$ cat src/rtl/ldu_iq_gen2.sv
// LDU issue queue: age-ordered compacting queue with writeback and optional fast-forward wakeup.
// Fast-forward wakeup is built only when LDU_IQ_FAST_FORWARD_EN is defined.
package core_types_pkg;
  localparam int LOG_PR_COUNT       = 7;
  localparam int PRF_BANK_COUNT     = 4;
  localparam int LOG_PRF_BANK_COUNT = 2;
  localparam int LOG_LDU_CQ_ENTRIES = 4;
endpackage

module ldu_iq_gen2
  import core_types_pkg::*;
#(
  parameter int LDU_IQ_ENTRIES              = 8,
  parameter int FAST_FORWARD_PIPE_COUNT     = 4,
  parameter int LOG_FAST_FORWARD_PIPE_COUNT = $clog2(FAST_FORWARD_PIPE_COUNT)
) (
  input  logic                                       CLK,
  input  logic                                       nRST,
  input  logic                                       ldu_iq_enq_valid,
  input  logic [3:0]                                 ldu_iq_enq_op,
  input  logic [11:0]                                ldu_iq_enq_imm12,
  input  logic [LOG_PR_COUNT-1:0]                    ldu_iq_enq_A_PR,
  input  logic                                       ldu_iq_enq_A_ready,
  input  logic                                       ldu_iq_enq_A_is_zero,
  input  logic [LOG_LDU_CQ_ENTRIES-1:0]              ldu_iq_enq_cq_index,
  output logic                                       ldu_iq_enq_ready,
  input  logic [PRF_BANK_COUNT-1:0]                  WB_bus_valid_by_bank,
  input  logic [PRF_BANK_COUNT-1:0][LOG_PR_COUNT-LOG_PRF_BANK_COUNT-1:0] WB_bus_upper_PR_by_bank,
  input  logic [FAST_FORWARD_PIPE_COUNT-1:0]         fast_forward_notif_valid_by_pipe,
  input  logic [FAST_FORWARD_PIPE_COUNT-1:0][LOG_PR_COUNT-1:0] fast_forward_notif_PR_by_pipe,
  output logic                                       issue_valid,
  output logic [3:0]                                 issue_op,
  output logic [11:0]                                issue_imm12,
  output logic                                       issue_A_is_reg,
  output logic                                       issue_A_is_bus_forward,
  output logic                                       issue_A_is_fast_forward,
  output logic [LOG_FAST_FORWARD_PIPE_COUNT-1:0]     issue_A_fast_forward_pipe,
  output logic [LOG_PRF_BANK_COUNT-1:0]              issue_A_bank,
  output logic [LOG_LDU_CQ_ENTRIES-1:0]              issue_cq_index,
  input  logic                                       issue_ready,
  output logic                                       PRF_req_A_valid,
  output logic [LOG_PR_COUNT-1:0]                    PRF_req_A_PR,
  input  logic                                       flush_valid
);

  localparam int N    = LDU_IQ_ENTRIES;
  localparam int IDXW = $clog2(LDU_IQ_ENTRIES);

  logic [N-1:0]                  valid_q;
  logic [3:0]                    op_q      [N];
  logic [11:0]                   imm_q     [N];
  logic [LOG_PR_COUNT-1:0]       pr_q      [N];
  logic                          ready_q   [N];
  logic                          zero_q    [N];
  logic [LOG_LDU_CQ_ENTRIES-1:0] cq_q      [N];

  logic [N-1:0]                  n_valid;
  logic [3:0]                    n_op      [N];
  logic [11:0]                   n_imm     [N];
  logic [LOG_PR_COUNT-1:0]       n_pr      [N];
  logic                          n_ready   [N];
  logic                          n_zero    [N];
  logic [LOG_LDU_CQ_ENTRIES-1:0] n_cq      [N];

  logic [N-1:0]                  wb_hit;
  logic [N-1:0]                  ff_hit;
  logic [LOG_FAST_FORWARD_PIPE_COUNT-1:0] ff_pipe [N];
  logic [N-1:0]                  entry_rdy;
  logic                          sel_found;
  logic [IDXW-1:0]               sel_idx;
  logic                          remove;
  logic                          enq_fire;
  logic [IDXW-1:0]               enq_slot;
  logic                          enq_wb_hit;

  function automatic logic wb_match(input logic [LOG_PR_COUNT-1:0] pr);
    logic [LOG_PRF_BANK_COUNT-1:0] b;
    b = pr[LOG_PRF_BANK_COUNT-1:0];
    return WB_bus_valid_by_bank[b] &&
           (WB_bus_upper_PR_by_bank[b] == pr[LOG_PR_COUNT-1:LOG_PRF_BANK_COUNT]);
  endfunction

  always_comb begin
    for (int i = 0; i < N; i++) begin
      wb_hit[i] = wb_match(pr_q[i]);
    end
    enq_wb_hit = wb_match(ldu_iq_enq_A_PR);
  end

`ifdef LDU_IQ_FAST_FORWARD_EN
  // Scan pipes from the top down so the lowest matching pipe wins.
  always_comb begin
    for (int i = 0; i < N; i++) begin
      ff_hit[i]  = 1'b0;
      ff_pipe[i] = '0;
      for (int p = FAST_FORWARD_PIPE_COUNT-1; p >= 0; p--) begin
        if (fast_forward_notif_valid_by_pipe[p] &&
            fast_forward_notif_PR_by_pipe[p] == pr_q[i]) begin
          ff_hit[i]  = 1'b1;
          ff_pipe[i] = LOG_FAST_FORWARD_PIPE_COUNT'(p);
        end
      end
    end
  end
`else
  logic unused_ff;
  assign unused_ff = ^{fast_forward_notif_valid_by_pipe, fast_forward_notif_PR_by_pipe};

  always_comb begin
    ff_hit = '0;
    for (int i = 0; i < N; i++) begin
      ff_pipe[i] = '0;
    end
  end
`endif

  always_comb begin
    sel_found = 1'b0;
    sel_idx   = '0;
    for (int i = N-1; i >= 0; i--) begin
      entry_rdy[i] = zero_q[i] | ready_q[i] | wb_hit[i] | ff_hit[i];
      if (valid_q[i] && entry_rdy[i]) begin
        sel_found = 1'b1;
        sel_idx   = IDXW'(i);
      end
    end
  end

  assign ldu_iq_enq_ready = ~valid_q[N-1];
  assign issue_valid      = sel_found & ~flush_valid;
  assign remove           = issue_valid & issue_ready;
  assign enq_fire         = ldu_iq_enq_valid & ldu_iq_enq_ready & ~flush_valid;

  assign issue_op        = op_q[sel_idx];
  assign issue_imm12     = imm_q[sel_idx];
  assign issue_cq_index  = cq_q[sel_idx];
  assign issue_A_bank    = pr_q[sel_idx][LOG_PRF_BANK_COUNT-1:0];
  assign PRF_req_A_PR    = pr_q[sel_idx];
  assign PRF_req_A_valid = issue_valid & issue_A_is_reg;

  // Operand source flags are exclusive: zero, then stored-ready, then bus, then fast-forward.
  always_comb begin
    issue_A_is_reg            = 1'b0;
    issue_A_is_bus_forward    = 1'b0;
    issue_A_is_fast_forward   = 1'b0;
    issue_A_fast_forward_pipe = '0;
    if (!zero_q[sel_idx]) begin
      if (ready_q[sel_idx]) begin
        issue_A_is_reg = 1'b1;
      end else if (wb_hit[sel_idx]) begin
        issue_A_is_bus_forward = 1'b1;
      end else begin
        issue_A_is_fast_forward   = ff_hit[sel_idx];
        issue_A_fast_forward_pipe = ff_pipe[sel_idx];
      end
    end
  end

  // Entries at or above the removed one shift down a slot; enqueue lands in the first free slot.
  always_comb begin
    for (int i = 0; i < N; i++) begin
      n_valid[i] = valid_q[i];
      n_op[i]    = op_q[i];
      n_imm[i]   = imm_q[i];
      n_pr[i]    = pr_q[i];
      n_ready[i] = ready_q[i] | wb_hit[i];
      n_zero[i]  = zero_q[i];
      n_cq[i]    = cq_q[i];
    end
    if (remove) begin
      for (int i = 0; i < N-1; i++) begin
        if (i >= int'(sel_idx)) begin
          n_valid[i] = valid_q[i+1];
          n_op[i]    = op_q[i+1];
          n_imm[i]   = imm_q[i+1];
          n_pr[i]    = pr_q[i+1];
          n_ready[i] = ready_q[i+1] | wb_hit[i+1];
          n_zero[i]  = zero_q[i+1];
          n_cq[i]    = cq_q[i+1];
        end
      end
      n_valid[N-1] = 1'b0;
    end
    enq_slot = '0;
    for (int i = N-1; i >= 0; i--) begin
      if (!n_valid[i]) begin
        enq_slot = IDXW'(i);
      end
    end
    for (int i = 0; i < N; i++) begin
      if (enq_fire && IDXW'(i) == enq_slot) begin
        n_valid[i] = 1'b1;
        n_op[i]    = ldu_iq_enq_op;
        n_imm[i]   = ldu_iq_enq_imm12;
        n_pr[i]    = ldu_iq_enq_A_PR;
        n_ready[i] = ldu_iq_enq_A_ready | enq_wb_hit;
        n_zero[i]  = ldu_iq_enq_A_is_zero;
        n_cq[i]    = ldu_iq_enq_cq_index;
      end
    end
    if (flush_valid) begin
      n_valid = '0;
    end
  end

  always_ff @(posedge CLK or negedge nRST) begin
    if (!nRST) begin
      valid_q <= '0;
    end else begin
      valid_q <= n_valid;
    end
  end

  always_ff @(posedge CLK) begin
    for (int i = 0; i < N; i++) begin
      op_q[i]    <= n_op[i];
      imm_q[i]   <= n_imm[i];
      pr_q[i]    <= n_pr[i];
      ready_q[i] <= n_ready[i];
      zero_q[i]  <= n_zero[i];
      cq_q[i]    <= n_cq[i];
    end
  end

endmodule

$ cat config.mk
export PLATFORM = sky130hd
export DESIGN_NAME = ldu_iq_gen2
export DESIGN_NICKNAME = d
export VERILOG_FILES = /design/src/rtl/ldu_iq_gen2.sv
export SDC_FILE = /design/constraint.sdc
export NUM_CORES = 1
export LEC_CHECK = 0
export ABC_AREA = 1
export BUFFER_PORTS_ARGS = -buffer_cell sky130_fd_sc_hd__buf_2
export CORE_MARGIN = 5
export CORE_UTILIZATION = 52
export CTS_BUF_LIST = sky130_fd_sc_hd__clkbuf_16
export CTS_CLUSTER_SIZE = 16
export DETAILED_ROUTE_END_ITERATION = 10
export MAX_ROUTING_LAYER = met4
export PLACE_DENSITY = 0.81
export SYNTH_ARGS = -nofsm -noshare
export SYNTH_HDL_FRONTEND = slang
export SYNTH_SLANG_ARGS = --single-unit
$ cat constraint.sdc
create_clock -name CLK -period 4.7 [get_ports CLK]
set_input_delay 0.705 -clock CLK [delete_from_list [all_inputs] [get_ports CLK]]
set_output_delay 0.705 -clock CLK [all_outputs]
set_load 0.01 [all_outputs]
# Word-level counts from Yosys, hierarchy flattened
# Memory sizes are Yosys's and may differ from the RTL's.
# Index checks and enable logic that the tools add are counted.
# totals
ramBits,232
latchBits,0
input_bits,90
word_cells,294
n_memories,8
rom_bits,24
reg_bits,8
output_inout_bits,37
# mem_list
name,words,width,rd,rd_ports_with_merged_regs,write_ports,line,rtl
imm_q,8,12,8,0,8,51,logic [11:0] imm_q [N];
pr_q,8,7,9,0,8,52,logic [LOG_PR_COUNT-1:0] pr_q [N];
cq_q,8,4,8,0,8,55,logic [LOG_LDU_CQ_ENTRIES-1:0] cq_q [N];
op_q,8,4,8,0,8,50,logic [3:0] op_q [N];
(no name shown),8,2,1,0,0,154,issue_A_fast_forward_pipe = ff_pipe[sel_idx];
(no name shown),8,1,1,0,0,153,issue_A_is_fast_forward = ff_hit[sel_idx];
2 more memories,n/a,n/a,n/a,n/a,n/a,n/a,
# op_classes
add_sub_neg,0
n_eq_ne,18
magnitude_cmp,18
shift,0
mux,189
div,0
n_reduce_logical,27
bitwise,33
n_mul,0
# ops
cell,n
12-bit 2-to-1 mux,15
4-bit 2-to-1 mux,30
7-bit 2-to-1 mux,17
5-bit binary-select mux with 2-bit select,9
84-bit 2-to-1 mux,1
1-bit 2-to-1 mux,72
28-bit 2-to-1 mux,2
49-bit 2-to-1 mux,1
3-bit 2-to-1 mux,16
5-bit == test,9
5-bit 2-to-1 mux,9
"2-bit by 3-bit less-than comparator with 1-bit output, second input constant",9
1-bit logical AND,25
1-bit bitwise OR,25
1-bit binary-select mux with 2-bit select,9
8-bit 2-to-1 mux,2
"3-bit == test, first input constant",4
2-bit 2-to-1 mux,5
"3-bit greater-or-equal comparator, first input constant",3
"2-bit by 3-bit == test with 1-bit output, first input constant",2
"1-bit by 3-bit greater-or-equal comparator with 1-bit output, first input constant",2
"2-bit by 3-bit greater-or-equal comparator with 1-bit output, first input constant",2
1-bit AND,5
"4-bit greater-or-equal comparator, second input constant",1
9 further kinds,10

# Depth between registers and ports, before layout
# An unclocked memory read counts as a cell.
# logic_depth
word_depth,30
ltp_mapped,31
ltp_nobuf,29

# Worst setup path before layout
# Ideal clock, no wire load.
# synth_timing
kind,input to register
from,input WB_bus_upper_PR_by_bank[15] (netlist bit)
to,"memory cq_q[4][0], enable pin"
path_stages,26
arrival_time_ns,3.770
path_buffers,2
required_ns,4.175
setup_slack_ns,0.405
setup_time_ns,0.525
cell_sequence,clkbuf_1 > nand2_1 > nand3_1 > nand2_1 > xor2_1 > nor2_1 > nand3_1 > nand2_1 > nand2_1 > nand2_1 > nor2_4 > nand2_2 > nand3_4 > nor2_4 > inv_2 > nand2_1 > nand2_1 > nand2_2 > nand2_1 > nand2_1 > nand2_2 > nand2_2 > nand2_2 > nand3_1 > buf_2 > nand3_1
# synth_rtl
element,line,rtl
from (decl),28,"input logic [PRF_BANK_COUNT-1:0][LOG_PR_COUNT-LOG_PRF_BANK_COUNT-1:0] WB_bus_upper_PR_by_bank,"
to (decl),55,

==> impl_metrics.py <==
metrics = {
    "synthesis": {
        "synth.ff_latch_count": 240,
        "synthArstFlopShare": 0.0333,
        "mapped_area_um2": 14900,
        "synth.top_cell.area_share": 0.451,
        "synth_warnings": 0,
        "synthFlopType": "sky130_fd_sc_hd__edfxtp_1",
        "synthCells": 1950,
        "avgSynthCellArea_um2": 7.66,
        "synth_seq_area_share": 0.475,
        "leading_cell_types_by_count_after_synthesis": "sky130_fd_sc_hd__nand2_1, sky130_fd_sc_hd__edfxtp_1, sky130_fd_sc_hd__nor2_1",
        "synthMostInstantiatedCell": "sky130_fd_sc_hd__nand2_1",
        "distinct_cell_type_count_of_the_synthesized_netlist": 44,
        "yosysTopAreaCell": "sky130_fd_sc_hd__edfxtp_1",
        "synthTopCellsByArea": "sky130_fd_sc_hd__edfxtp_1, sky130_fd_sc_hd__nand2_1, sky130_fd_sc_hd__nor2_1",
        "number_of_enable_type_register_cells_in_the_synthesized_netlist": 224,
    },
    "cts": {
        "cts-buffers-inserted": 25,
        "clock-root-buffer": "sky130_fd_sc_hd__clkbuf_16",
        "clock_pin_transition_on_the_worst_setup_and_hold_timing_paths_ps": 70,
        "clkLatencyLatePin_ps": 550,
        "cts_max_level": 1,
        "tritoncts": "done",
        "cts-root-to-sink-buffers": 3,
        "clock-sinks": 240,
    },
    "setup_path": {
        "cp_top_family": "simple AND/OR/NAND/NOR gates",
        "path_class": "flop to output pin",
        "worst-path-buf-inv": 4,
        "largest_fanout_of_any_net_on_the_critical_path": 34,
        "type_of_origin_of_the_critical_path": "flop",
        "critical-path-max-stage-delay_ps": 530,
        "worst_path_slowest_cell": "sky130_fd_sc_hd__edfxtp_1",
        "kind_of_capture_point_of_the_worst_setup_path": "output pin",
        "worst_ep_arrival_time_ps": 3860,
        "timing.critical_path.required_ps": 3990,
        "cpMostUsedCell": "sky130_fd_sc_hd__nand2_1",
        "crit_path_cell_trace": "inv_2 > nand3_1 > nand3b_1 > nand2_1 > nor2_1 > nand3_2 > a21oi_2 > nand2_1 > nand2_1 > nand2_1 > nand2_1 > nand2_2 > nand2_2 > nand2_8 > buf_4 > clkbuf_16 > o21ai_0 > o22ai_1 > o21a_1 > a211oi_2 > buf_2",
    },
    "global_routing": {
        "grt-busiest-layer": "met2",
        "vias_in_the_first_global_route": 13900,
        "grt_util_met3": 0.0651,
        "grt_overflow": 0,
        "groute.layer.met1.usage": 0.406,
        "grt.total_usage": 0.305,
        "grt_max_degree": 69,
        "antenna_found_initial": 2,
        "grt_pass1_wl_mm": 76.8,
        "gr-usage-met2": 0.449,
    },
    "pwr": {
        "clock_power_share": 0.250,
        "vdd_ir_drop_max_v": 0.000402,
        "p_leak_nw": 7.36,
        "combPwrFrac": 0.382,
        "power_switching_share": 0.382,
        "power_frac_seq": 0.369,
        "p_int_mw": 4.74,
        "power.total_mw": 7.67,
        "switching_power_of_the_nets_mw": 2.93,
        "p_per_area_nw_per_um2": 451,
    },
    "place": {
        "port_buffers": 91,
        "post-place-ws_ps": 143,
        "routability_congestion_estimate_from_global_placement": 1.01,
        "placed_cells_incl_taps": 2335,
        "dp_hpwl_mm": 31.8,
        "detailed_place.area_um2": 15800,
    },
    "cells_and_area": {
        "syn_to_final_growth_pct": 14.0,
        "nFillCells": 2544,
        "area.sequential_um2": 7090,
        "fin_area_um2": 17000,
        "finish.cell_count_without_fillers": 2413,
        "design.final.nets": 2102,
        "drive_above_1_share": 0.141,
        "multiInputGateArea_um2": 6830,
    },
    "die": {
        "initial_utilization": 0.523,
        "core_um2": 28500,
        "chipWidth_um": 179,
        "fp.dieArea_um2": 32200,
        "die_h_um": 179,
        "io_pins": 127,
        "core.rowCount": 62,
    },
    "worst_hold_path": {
        "holdCritPathClass": "primary input to flop",
    },
    "route": {
        "avgViaCountPerCell": 6.20,
        "route.final.wire_length_mm": 51.2,
        "avgRoutedWirePerCell_um": 21.2,
        "route.antenna.remaining_nets": 0,
        "drcViolationCount": 0,
        "dr.pass1.iters": 6,
        "num_vias": 14900,
        "first_iter_violations": 2177,
    },
    "job": {
        "max_cap_violations": 0,
    },
    "sta": {
        "slew_violations": 0,
        "timing_hold_violations_final": 0,
        "max_slew_margin": 0.565,
        "post-route-worst-setup-slack_ps": 135,
        "final_min_period_over_clock_period": 0.971,
        "worstMarginPinSlew_ps": 652,
        "clock_skew_ps": 24.3,
        "maxClockFrequency_mhz": 219,
        "setup-violations-final": 0,
        "final_worst_path_period_need_ps": 4570,
    },
    "outcome": {
        "run_status": "finished, final reports clean",
    },
}
[flip-flops by register name (all words and copies together) (netlist names)]
name / flops
zero_q: 8
cq_q: 32
imm_q: 96
pr_q: 56
valid_q: 8
ready_q: 8
op_q: 32
[metal layers]
layer,share of wire,vias to the layer above
li1,-,6793
met4,0.049,0
met1,0.37,6859
met3,0.13,179
met2,0.44,1118
met5,0,-
[layout by cell type (no fill, tap or decap), drive strengths merged, types with 2 or more instances in the layout]
master  count
dfxtp       8
nand4      61
edfxtp    224
o21ai     292
mux2        2
xnor2       4
buf       178
a31oi      30
nor3        3
inv       116
a211oi      3
a21oi      56
o22ai      26
nand3     122
conb        3
diode       2
xor2        8
nand3b      4
dfrtp       8
nor3b       3
bufinv      2
clkbuf     28
a32o        5
nand2     609
a221oi      2
o211ai      7
nor2      212
clkinv      5
[repair_timing]
item | 4_1_cts | 5_1_grt
hold endpoints to repair | 8 | 0
resized for setup | 3 | 32
hold buffers | 1 | 0
setup buffers | 5 | 24
pin swaps | 1 | 7
endpoints found under the setup margin | 27 | 56
cloned | 0 | 4
[worst paths after layout]
path                             startpoint                endpoint  slack, ps  cells past startpoint
min in group asynchronous              nRST              valid_q[6]        540                      2
hold / removal             ldu_iq_enq_op[1]              op_q[7][1]        380                      1
setup / recovery                 pr_q[7][1]  issue_A_is_bus_forward        130                     21
max in group asynchronous              nRST              valid_q[0]       3980                      2
hold reg to reg                imm_q[1][11]            imm_q[0][11]        520                      2
setup reg to reg                 pr_q[0][0]             imm_q[0][3]        360                     27
[cell type report]
type / instances / area share
sequential: 240 / 0.416
antenna: 2 / 0.000294
tap: 384 / 0.0282
timing repair buffer: 182 / 0.0845
clock inverter: 17 / 0.00823
clock buffer: 25 / 0.0368
inverter: 106 / 0.0244
multi-input combinational: 1457 / 0.401
[worst register-to-register path: stages (launching register included)]
cell,delay [ps]
sky130_fd_sc_hd__edfxtp_1,530
sky130_fd_sc_hd__buf_4,210
sky130_fd_sc_hd__nand2_1,60
sky130_fd_sc_hd__nand3_1,70
sky130_fd_sc_hd__nand2_1,110
sky130_fd_sc_hd__xor2_1,150
sky130_fd_sc_hd__nor2_1,50
sky130_fd_sc_hd__nand3_1,150
sky130_fd_sc_hd__nand2_1,90
sky130_fd_sc_hd__nand2_1,200
sky130_fd_sc_hd__nand2_1,110
sky130_fd_sc_hd__inv_2,100
sky130_fd_sc_hd__nand2_2,110
sky130_fd_sc_hd__nor2_8,250
sky130_fd_sc_hd__nor2_4,120
sky130_fd_sc_hd__inv_2,130
sky130_fd_sc_hd__nand2_1,110
sky130_fd_sc_hd__nand2_1,90
sky130_fd_sc_hd__nand2_2,90
sky130_fd_sc_hd__nand2_1,80
sky130_fd_sc_hd__nand2_1,60
sky130_fd_sc_hd__nand2_2,140
sky130_fd_sc_hd__nand2_2,140
sky130_fd_sc_hd__nand2_2,130
sky130_fd_sc_hd__nand3_2,280
sky130_fd_sc_hd__buf_4,380
sky130_fd_sc_hd__nand2_1,110
sky130_fd_sc_hd__nand2_1,50
[power groups by stage]
stage | registers [mW] | logic, mW | clock network (mW)
6_report | 2.83 | 2.93 | 1.91
5_1_grt | 2.85 | 3.16 | 2.02
4_1_cts | 2.83 | 2.69 | 1.92
3_5_place_dp | 2.88 | 2.66 | 0
3_3_place_gp | 2.87 | 2.60 | 0
2_1_floorplan | 2.81 | 1.73 | 0
[cells by family (layout without fill, tap and decap cells)]
logic type,Yosys count,after routing,share of synthesized area
other,1,5,0.000251
AND/OR/NAND/NOR,1015,1015,0.286
multiplexers,2,2,0.00151
buffers and inverters,255,330,0.0749
AO/OA/AOI/OAI,425,425,0.155
XOR/XNOR,12,12,0.00704
flip-flops,240,240,0.475
[metrics by stage]
| stage | TNS, ps | hold slack (ps) | util |
|---|---|---|---|
| final | 0 | 382 | 0.596 |
| after global routing | -180 | 384 | 0.596 |
| after CTS | 0 | 374 | 0.583 |
| after detailed placement | 0 | 521 | 0.554 |
| after global placement | 0 | 512 | 0.554 |
| after floorplan | 0 | 409 | - |
Note: power is estimated with default switching activity, not from simulation.
